**src/rtl/accel_job_sequencer_if.sv**
```systemverilog
// Host, accelerator and memory-side signals of the job sequencer, bundled as one port.
// The master modport is the environment side; slave is the sequencer itself.
interface accel_job_sequencer_if;
  // host launch and status
  logic        start;
  logic [7:0]  job_count;
  logic [15:0] base_addr;
  logic        busy;
  logic        done;
  logic        error;
  logic [7:0]  jobs_done;

  // accelerator control and job-relative addressing
  logic        acc_comp_enb;
  logic        acc_done;
  logic [15:0] acc_mem_addr;
  logic [15:0] acc_res_addr;
  logic        acc_mem_write_enb;

  // translated memory side
  logic [15:0] mem_addr;
  logic [15:0] res_addr;
  logic        mem_write_enb;

  modport master (
    output start, job_count, base_addr,
    output acc_done, acc_mem_addr, acc_res_addr, acc_mem_write_enb,
    input  acc_comp_enb, mem_addr, res_addr, mem_write_enb,
    input  busy, done, error, jobs_done
  );

  modport slave (
    input  start, job_count, base_addr,
    input  acc_done, acc_mem_addr, acc_res_addr, acc_mem_write_enb,
    output acc_comp_enb, mem_addr, res_addr, mem_write_enb,
    output busy, done, error, jobs_done
  );
endinterface

```
**src/rtl/accel_job_sequencer.sv**
```systemverilog
// Runs a batch of accelerator jobs back to back, relocating each job's addresses
// by a per-job base and guarding every run phase with a watchdog.
module accel_job_sequencer #(
  parameter int unsigned JOB_STRIDE = 3,
  parameter int unsigned TIMEOUT    = 255
) (
  input  logic                  clk,
  input  logic                  rst,
  accel_job_sequencer_if.slave  bus
);

  typedef enum logic [2:0] {
    S_IDLE,
    S_ARM,
    S_RUN,
    S_NEXT,
    S_ERR
  } state_e;

  localparam logic [15:0] STRIDE  = 16'(JOB_STRIDE);
  localparam logic [7:0]  WD_LAST = 8'(TIMEOUT - 1);

  state_e      state_q, state_d;
  logic [7:0]  count_q, count_d;
  logic [7:0]  idx_q, idx_d;
  logic [15:0] job_base_q, job_base_d;
  logic [7:0]  jobs_done_q, jobs_done_d;
  logic [7:0]  wdog_q, wdog_d;
  logic        arm_q, arm_d;
  logic        done_q, done_d;
  logic        error_q, error_d;
  logic [7:0]  idx_inc;

  assign idx_inc = idx_q + 8'd1;

  always_ff @(posedge clk) begin
    if (rst) begin
      state_q     <= S_IDLE;
      count_q     <= 8'd0;
      idx_q       <= 8'd0;
      job_base_q  <= 16'd0;
      jobs_done_q <= 8'd0;
      wdog_q      <= 8'd0;
      arm_q       <= 1'b0;
      done_q      <= 1'b0;
      error_q     <= 1'b0;
    end else begin
      state_q     <= state_d;
      count_q     <= count_d;
      idx_q       <= idx_d;
      job_base_q  <= job_base_d;
      jobs_done_q <= jobs_done_d;
      wdog_q      <= wdog_d;
      arm_q       <= arm_d;
      done_q      <= done_d;
      error_q     <= error_d;
    end
  end

  always_comb begin
    state_d     = state_q;
    count_d     = count_q;
    idx_d       = idx_q;
    job_base_d  = job_base_q;
    jobs_done_d = jobs_done_q;
    wdog_d      = wdog_q;
    arm_d       = arm_q;
    done_d      = 1'b0;
    error_d     = error_q;

    unique case (state_q)
      S_IDLE: begin
        if (bus.start) begin
          jobs_done_d = 8'd0;
          error_d     = 1'b0;
          // An empty batch completes immediately without ever touching the accelerator.
          if (bus.job_count != 8'd0) begin
            state_d    = S_ARM;
            count_d    = bus.job_count;
            job_base_d = bus.base_addr;
            idx_d      = 8'd0;
            arm_d      = 1'b0;
          end else begin
            done_d = 1'b1;
          end
        end
      end

      S_ARM: begin
        arm_d = 1'b1;
        if (arm_q) begin
          state_d = S_RUN;
          arm_d   = 1'b0;
          wdog_d  = 8'd0;
        end
      end

      S_RUN: begin
        wdog_d = wdog_q + 8'd1;
        if (bus.acc_done) begin
          state_d = S_NEXT;
        end else if (wdog_q == WD_LAST) begin
          state_d = S_ERR;
          error_d = 1'b1;
        end
      end

      S_NEXT: begin
        jobs_done_d = jobs_done_q + 8'd1;
        idx_d       = idx_inc;
        job_base_d  = job_base_q + STRIDE;
        if (idx_inc == count_q) begin
          state_d = S_IDLE;
          done_d  = 1'b1;
        end else begin
          state_d = S_ARM;
          arm_d   = 1'b0;
        end
      end

      S_ERR: begin
        error_d = 1'b1;
        state_d = S_IDLE;
      end

      default: begin
        state_d = S_IDLE;
      end
    endcase
  end

  // Accelerator control and write gating come straight from the state register.
  assign bus.acc_comp_enb  = (state_q != S_RUN);
  assign bus.busy          = (state_q != S_IDLE);
  assign bus.mem_write_enb = (state_q == S_RUN) ? bus.acc_mem_write_enb : 1'b1;

  assign bus.mem_addr  = bus.acc_mem_addr + job_base_q;
  assign bus.res_addr  = bus.acc_res_addr + job_base_q;
  assign bus.done      = done_q;
  assign bus.error     = error_q;
  assign bus.jobs_done = jobs_done_q;

endmodule

```
**src/flat_wrapper.sv**
```systemverilog
// flat-port wrapper written by rule: the top's interface ports become plain ports
module accel_job_sequencer_flat 
#(
  parameter int unsigned JOB_STRIDE = 3,
  parameter int unsigned TIMEOUT    = 255
)
  (clk, rst, bus_start, bus_job_count, bus_base_addr, bus_acc_done, bus_acc_mem_addr, bus_acc_res_addr, bus_acc_mem_write_enb, bus_acc_comp_enb, bus_mem_addr, bus_res_addr, bus_mem_write_enb, bus_busy, bus_done, bus_error, bus_jobs_done);
  accel_job_sequencer_if bus_i ();
  input  logic clk;
  input  logic rst;
  input wire logic [$bits(bus_i.start)-1:0] bus_start;
  input wire logic [$bits(bus_i.job_count)-1:0] bus_job_count;
  input wire logic [$bits(bus_i.base_addr)-1:0] bus_base_addr;
  input wire logic [$bits(bus_i.acc_done)-1:0] bus_acc_done;
  input wire logic [$bits(bus_i.acc_mem_addr)-1:0] bus_acc_mem_addr;
  input wire logic [$bits(bus_i.acc_res_addr)-1:0] bus_acc_res_addr;
  input wire logic [$bits(bus_i.acc_mem_write_enb)-1:0] bus_acc_mem_write_enb;
  output wire logic [$bits(bus_i.acc_comp_enb)-1:0] bus_acc_comp_enb;
  output wire logic [$bits(bus_i.mem_addr)-1:0] bus_mem_addr;
  output wire logic [$bits(bus_i.res_addr)-1:0] bus_res_addr;
  output wire logic [$bits(bus_i.mem_write_enb)-1:0] bus_mem_write_enb;
  output wire logic [$bits(bus_i.busy)-1:0] bus_busy;
  output wire logic [$bits(bus_i.done)-1:0] bus_done;
  output wire logic [$bits(bus_i.error)-1:0] bus_error;
  output wire logic [$bits(bus_i.jobs_done)-1:0] bus_jobs_done;
  assign bus_i.start = bus_start;
  assign bus_i.job_count = bus_job_count;
  assign bus_i.base_addr = bus_base_addr;
  assign bus_i.acc_done = bus_acc_done;
  assign bus_i.acc_mem_addr = bus_acc_mem_addr;
  assign bus_i.acc_res_addr = bus_acc_res_addr;
  assign bus_i.acc_mem_write_enb = bus_acc_mem_write_enb;
  assign bus_acc_comp_enb = bus_i.acc_comp_enb;
  assign bus_mem_addr = bus_i.mem_addr;
  assign bus_res_addr = bus_i.res_addr;
  assign bus_mem_write_enb = bus_i.mem_write_enb;
  assign bus_busy = bus_i.busy;
  assign bus_done = bus_i.done;
  assign bus_error = bus_i.error;
  assign bus_jobs_done = bus_i.jobs_done;
  accel_job_sequencer #(.JOB_STRIDE(JOB_STRIDE), .TIMEOUT(TIMEOUT)) u_core (.clk(clk), .rst(rst), .bus(bus_i));
endmodule
```
**config.mk**
```make
export PLATFORM = sky130hd
export DESIGN_NAME = accel_job_sequencer_flat
export DESIGN_NICKNAME = d
export VERILOG_FILES = /design/src/rtl/accel_job_sequencer_if.sv /design/src/rtl/accel_job_sequencer.sv /design/src/flat_wrapper.sv
export SDC_FILE = /design/constraint.sdc
export NUM_CORES = 1
export LEC_CHECK = 0
export CORE_UTILIZATION = 48
export DETAILED_ROUTE_END_ITERATION = 16
export PLACE_DENSITY = 0.8
export SETUP_SLACK_MARGIN = 0.5
export SYNTH_ARGS = -nofsm -noshare
export SYNTH_HDL_FRONTEND = slang
export SYNTH_SLANG_ARGS = --single-unit
```
**constraint.sdc**
```tcl
create_clock -name clk -period 8 [get_ports clk]
set_input_delay 1.6 -clock clk [delete_from_list [all_inputs] [get_ports clk]]
set_output_delay 1.6 -clock clk [all_outputs]
set_load 0.01 [all_outputs]
```
==> run_summary.xml <==
<?xml version="1.0" encoding="UTF-8"?>
<metrics>
  <group name="global_routing">
    <metric name="maximum_number_of_pins_on_one_net_before_global_route_repair" unit="">55</metric>
    <metric name="grtUsageTotal" unit="">0.239</metric>
    <metric name="grt_pass1_wl" unit="um">17500</metric>
    <metric name="grt.overflow.total" unit="">0</metric>
    <metric name="first_global_vias" unit="">4050</metric>
    <metric name="antenna_found_initial" unit="">0</metric>
  </group>
  <group name="clock_tree">
    <metric name="worst_skew_pair.late_latency" unit="ns">0.31</metric>
    <metric name="clock_tree.buffer_depth" unit="">2</metric>
    <metric name="holdBufCountCts" unit="">0</metric>
    <metric name="cts_root_buffer" unit="">clkbuf_8</metric>
    <metric name="cts_h_tree_depth" unit="">2</metric>
    <metric name="number_of_sinks_driven_by_the_clock_tree" unit="">54</metric>
    <metric name="cts_tree" unit="">yes</metric>
    <metric name="clk_pin_slew_worst_paths" unit="ns">0.09</metric>
    <metric name="ctsResizeCount" unit="">0</metric>
    <metric name="cts_made_buffers" unit="">5</metric>
    <metric name="post-cts-setup-buffers" unit="">0</metric>
  </group>
  <group name="worst_setup_path">
    <metric name="logic_depth_of_the_worst_setup_path_including_buffers" unit="">12</metric>
    <metric name="reg2reg_slack" unit="ns">5.51</metric>
    <metric name="worstPathRequired" unit="ns">6.40</metric>
    <metric name="setup_crit_end" unit="">bus_res_addr[14]</metric>
    <metric name="path_common_cell" unit="">clkdlybuf4s50_1</metric>
    <metric name="timing.reg2reg.worst_path_depth" unit="">5</metric>
    <metric name="critical_path.cell_chain" unit="">clkdlybuf4s50_1 -&gt; ha_1 -&gt; inv_1 -&gt; fa_1 -&gt; nor2b_1 -&gt; o21bai_1 -&gt; a21boi_1 -&gt; o2111ai_1 -&gt; a31oi_1 -&gt; nor2_1 -&gt; o311ai_1 -&gt; clkdlybuf4s50_1</metric>
    <metric name="path_delay_family" unit="">buffers and inverters</metric>
    <metric name="critical-path-slowest-cell" unit="">clkdlybuf4s50_1</metric>
    <metric name="r2r_end" unit="">u_core.job_base_q[8]</metric>
    <metric name="cp.arrival" unit="ns">4.67</metric>
    <metric name="critPathMaxStageDelay" unit="ns">0.60</metric>
    <metric name="path_class" unit="">in -&gt; out</metric>
    <metric name="worst-path-buf-inv" unit="">3</metric>
    <metric name="worst_setup_start_kind" unit="">primary input</metric>
    <metric name="worst-path-max-fanout" unit="">3</metric>
    <metric name="reg2reg_from" unit="">u_core.state_q[2]</metric>
    <metric name="critical_path.endpoint_type" unit="">primary output</metric>
    <metric name="critical_path.startpoint" unit="">bus_acc_res_addr[0]</metric>
  </group>
  <group name="power">
    <metric name="peakVddDrop" unit="mV">0.130</metric>
    <metric name="cellLeakagePower" unit="nW">2.10</metric>
    <metric name="cellPowerDensity" unit="mW/mm2">169</metric>
    <metric name="power.total" unit="mW">0.900</metric>
  </group>
  <group name="synthesis">
    <metric name="synth_fp_nets" unit="">654</metric>
    <metric name="fraction_of_synthesis_flops_using_an_asynchronous_set_or_reset_pin" unit="">0</metric>
    <metric name="synthTopCellsByArea" unit="">dfxtp_1, ha_1, a21oi_1</metric>
    <metric name="synth_cells" unit="">556</metric>
    <metric name="synthFlopType" unit="">dfxtp_1</metric>
    <metric name="post_synth_instance_area" unit="mm2">0.00417</metric>
    <metric name="yosysSeqAreaShare" unit="">0.259</metric>
    <metric name="synth_top_area_cell" unit="">dfxtp_1</metric>
    <metric name="netlist.area_leader.share" unit="">0.259</metric>
    <metric name="synth-edff-count" unit="">0</metric>
    <metric name="synth_seq_cells" unit="">54</metric>
    <metric name="syn-mean-instance-area" unit="um2">7.49</metric>
    <metric name="synth.distinct_cells" unit="">65</metric>
    <metric name="synth_warnings" unit="">0</metric>
  </group>
  <group name="timing">
    <metric name="part_of_the_cycle_the_worst_path_needs" unit="">0.783</metric>
    <metric name="final_critical_path_time_including_i_o_delays_and_setup" unit="ns">6.27</metric>
    <metric name="clock.fmax" unit="MHz">160</metric>
    <metric name="worst_slew_pin_slew" unit="ns">1.24</metric>
    <metric name="timing_hold_violations_final" unit="">0</metric>
    <metric name="drv_slew" unit="">0</metric>
    <metric name="rsz0062_at_grt" unit="">no</metric>
    <metric name="finalSetupViolations" unit="">0</metric>
    <metric name="clock_skew" unit="ns">0.00856</metric>
    <metric name="slew-limit-headroom" unit="">0.176</metric>
    <metric name="fin_setup_tns" unit="ns">0</metric>
  </group>
  <group name="cells_and_area">
    <metric name="final_nets" unit="">742</metric>
    <metric name="final_common_cell" unit="">clkdlybuf4s50_1</metric>
    <metric name="flow.area_growth_from_synthesis" unit="%">28.0</metric>
    <metric name="antenna-diode-count" unit="">0</metric>
    <metric name="most-common-layout-cells" unit="">clkdlybuf4s50_1, nor2_1, a21oi_1, dfxtp_1, nand2_1</metric>
    <metric name="n_fill_cell" unit="">732</metric>
    <metric name="design_area" unit="mm2">0.00533</metric>
    <metric name="fraction_of_layout_cells_with_a_size_suffix_above_1" unit="">0.0310</metric>
  </group>
  <group name="place">
    <metric name="finalWeightedCongestion" unit="">0.909</metric>
    <metric name="hpwlAfterDp" unit="um">8300</metric>
    <metric name="place_area" unit="mm2">0.00524</metric>
    <metric name="port_buffer_cells" unit="">105</metric>
  </group>
  <group name="drt">
    <metric name="drt_first_pass_iters" unit="">5</metric>
    <metric name="antenna_left" unit="">0</metric>
    <metric name="via_per_inst" unit="">5.83</metric>
    <metric name="dr_total_vias" unit="">4376</metric>
    <metric name="total_wirelength_of_the_detailed_routed_design" unit="um">10900</metric>
    <metric name="initialDrtViolationCount" unit="">213</metric>
    <metric name="route.detailed.drc" unit="">0</metric>
    <metric name="route.detailed.wl_per_inst" unit="um">14.5</metric>
  </group>
  <group name="floorplanning">
    <metric name="start_util" unit="">0.502</metric>
    <metric name="placeableCoreArea" unit="mm2">0.00830</metric>
    <metric name="num_rows" unit="">33</metric>
    <metric name="die_y" unit="um">95.2</metric>
    <metric name="ioPinCount" unit="">106</metric>
    <metric name="floorplan.die_area" unit="mm2">0.00906</metric>
    <metric name="die_width" unit="um">95.2</metric>
  </group>
  <group name="outcome">
    <metric name="outcome" unit="">finished clean</metric>
  </group>
  <group name="min_path">
    <metric name="hold_class" unit="">reg -&gt; reg</metric>
  </group>
  <group name="run">
    <metric name="cap_violations" unit="">0</metric>
  </group>
</metrics>
## metrics by stage
stage | utilization | hold WS (ns) | setup WS, ns | instances
2_1_floorplan | - | 0.449 | 2.86 | 556
3_3_place_gp | 0.631 | 0.457 | 1.83 | 742
3_5_place_dp | 0.631 | 0.467 | 1.73 | 742
4_1_cts | 0.642 | 0.479 | 1.73 | 750
5_1_grt | 0.642 | 0.501 | 1.45 | 750
6_report | 0.642 | 0.477 | 1.73 | 750
## cell type report
type                       instances  area (um2)  area share
multi-input combinational        459        2900       0.544
sequential                        54        1080       0.203
timing repair buffer             106        1050       0.198
tap                              105         131      0.0246
clock buffer                       6        82.6      0.0155
inverter                          18        67.6      0.0127
clock inverter                     2        12.5     0.00235
## where the power goes
group / internal (mW) / switching [mW] / leakage, nW
Clock: 0.0698 / 0.0909 / 0.0472
Combinational: 0.223 / 0.203 / 1.61
Sequential: 0.287 / 0.0269 / 0.440
## cells in the mapped netlist, types with 11 or more instances
cell type	n
xnor2_1	23
a211oi_1	12
o21ai_0	30
clkbuf_1	17
dfxtp_1	54
inv_1	18
nor2_1	76
and3_1	11
ha_1	35
nand2_1	52
nor3_1	14
a21oi_1	59
nand3_1	23
## flip-flops by register name, summed over array words and instances (netlist names)
name and count:
u_core.count_q 8, u_core.arm_q 1, u_core.state_q 3, u_core.wdog_q 8, u_core.bus.error 1, u_core.bus.jobs_done 8, u_core.idx_q 8, u_core.bus.done 1
u_core.job_base_q 16
## layer usage
metal,global-route usage,part of all wire,wire length (um)
met5,0,0,0
met2,0.426,0.47,5100
met3,0.0399,0.068,733
met1,0.293,0.45,4840
met4,0.0707,0.017,180
## tightest hold or removal path: cells and delay by family (launching register included)
| kind | cells | cell delay (ns) |
|---|---|---|
| flops | 1 | 0.33 |
| simple gates | 1 | 0.06 |
| compound gates | 1 | 0.05 |
## cell families (layout without fill, tap and decap cells)
| kind of cell | Yosys count | count (layout) | synth area share |
|---|---|---|---|
| DFF | 54 | 54 | 0.259 |
| and+or+nand+nor | 220 | 220 | 0.250 |
| xor gates and xnor gates | 33 | 33 | 0.0694 |
| buffers and inverters | 43 | 132 | 0.0438 |
| AOI/OAI and AO/OA | 167 | 167 | 0.257 |
| adders and majority gates | 37 | 37 | 0.115 |
| muxes | 2 | 2 | 0.00541 |
## how the worst min path moves through the flow
stage,from,to,slack (ns),cells past startpoint
after floorplan,u_core.count_q[2],u_core.count_q[2],0.45,2
after global placement,u_core.count_q[3],u_core.count_q[3],0.46,2
after detailed placement,u_core.count_q[2],u_core.count_q[2],0.47,2
after CTS,u_core.count_q[2],u_core.count_q[2],0.48,2
after global routing,u_core.count_q[7],u_core.count_q[7],0.50,2
final,u_core.count_q[2],u_core.count_q[2],0.48,2
Power figures use the tool's default switching activity.
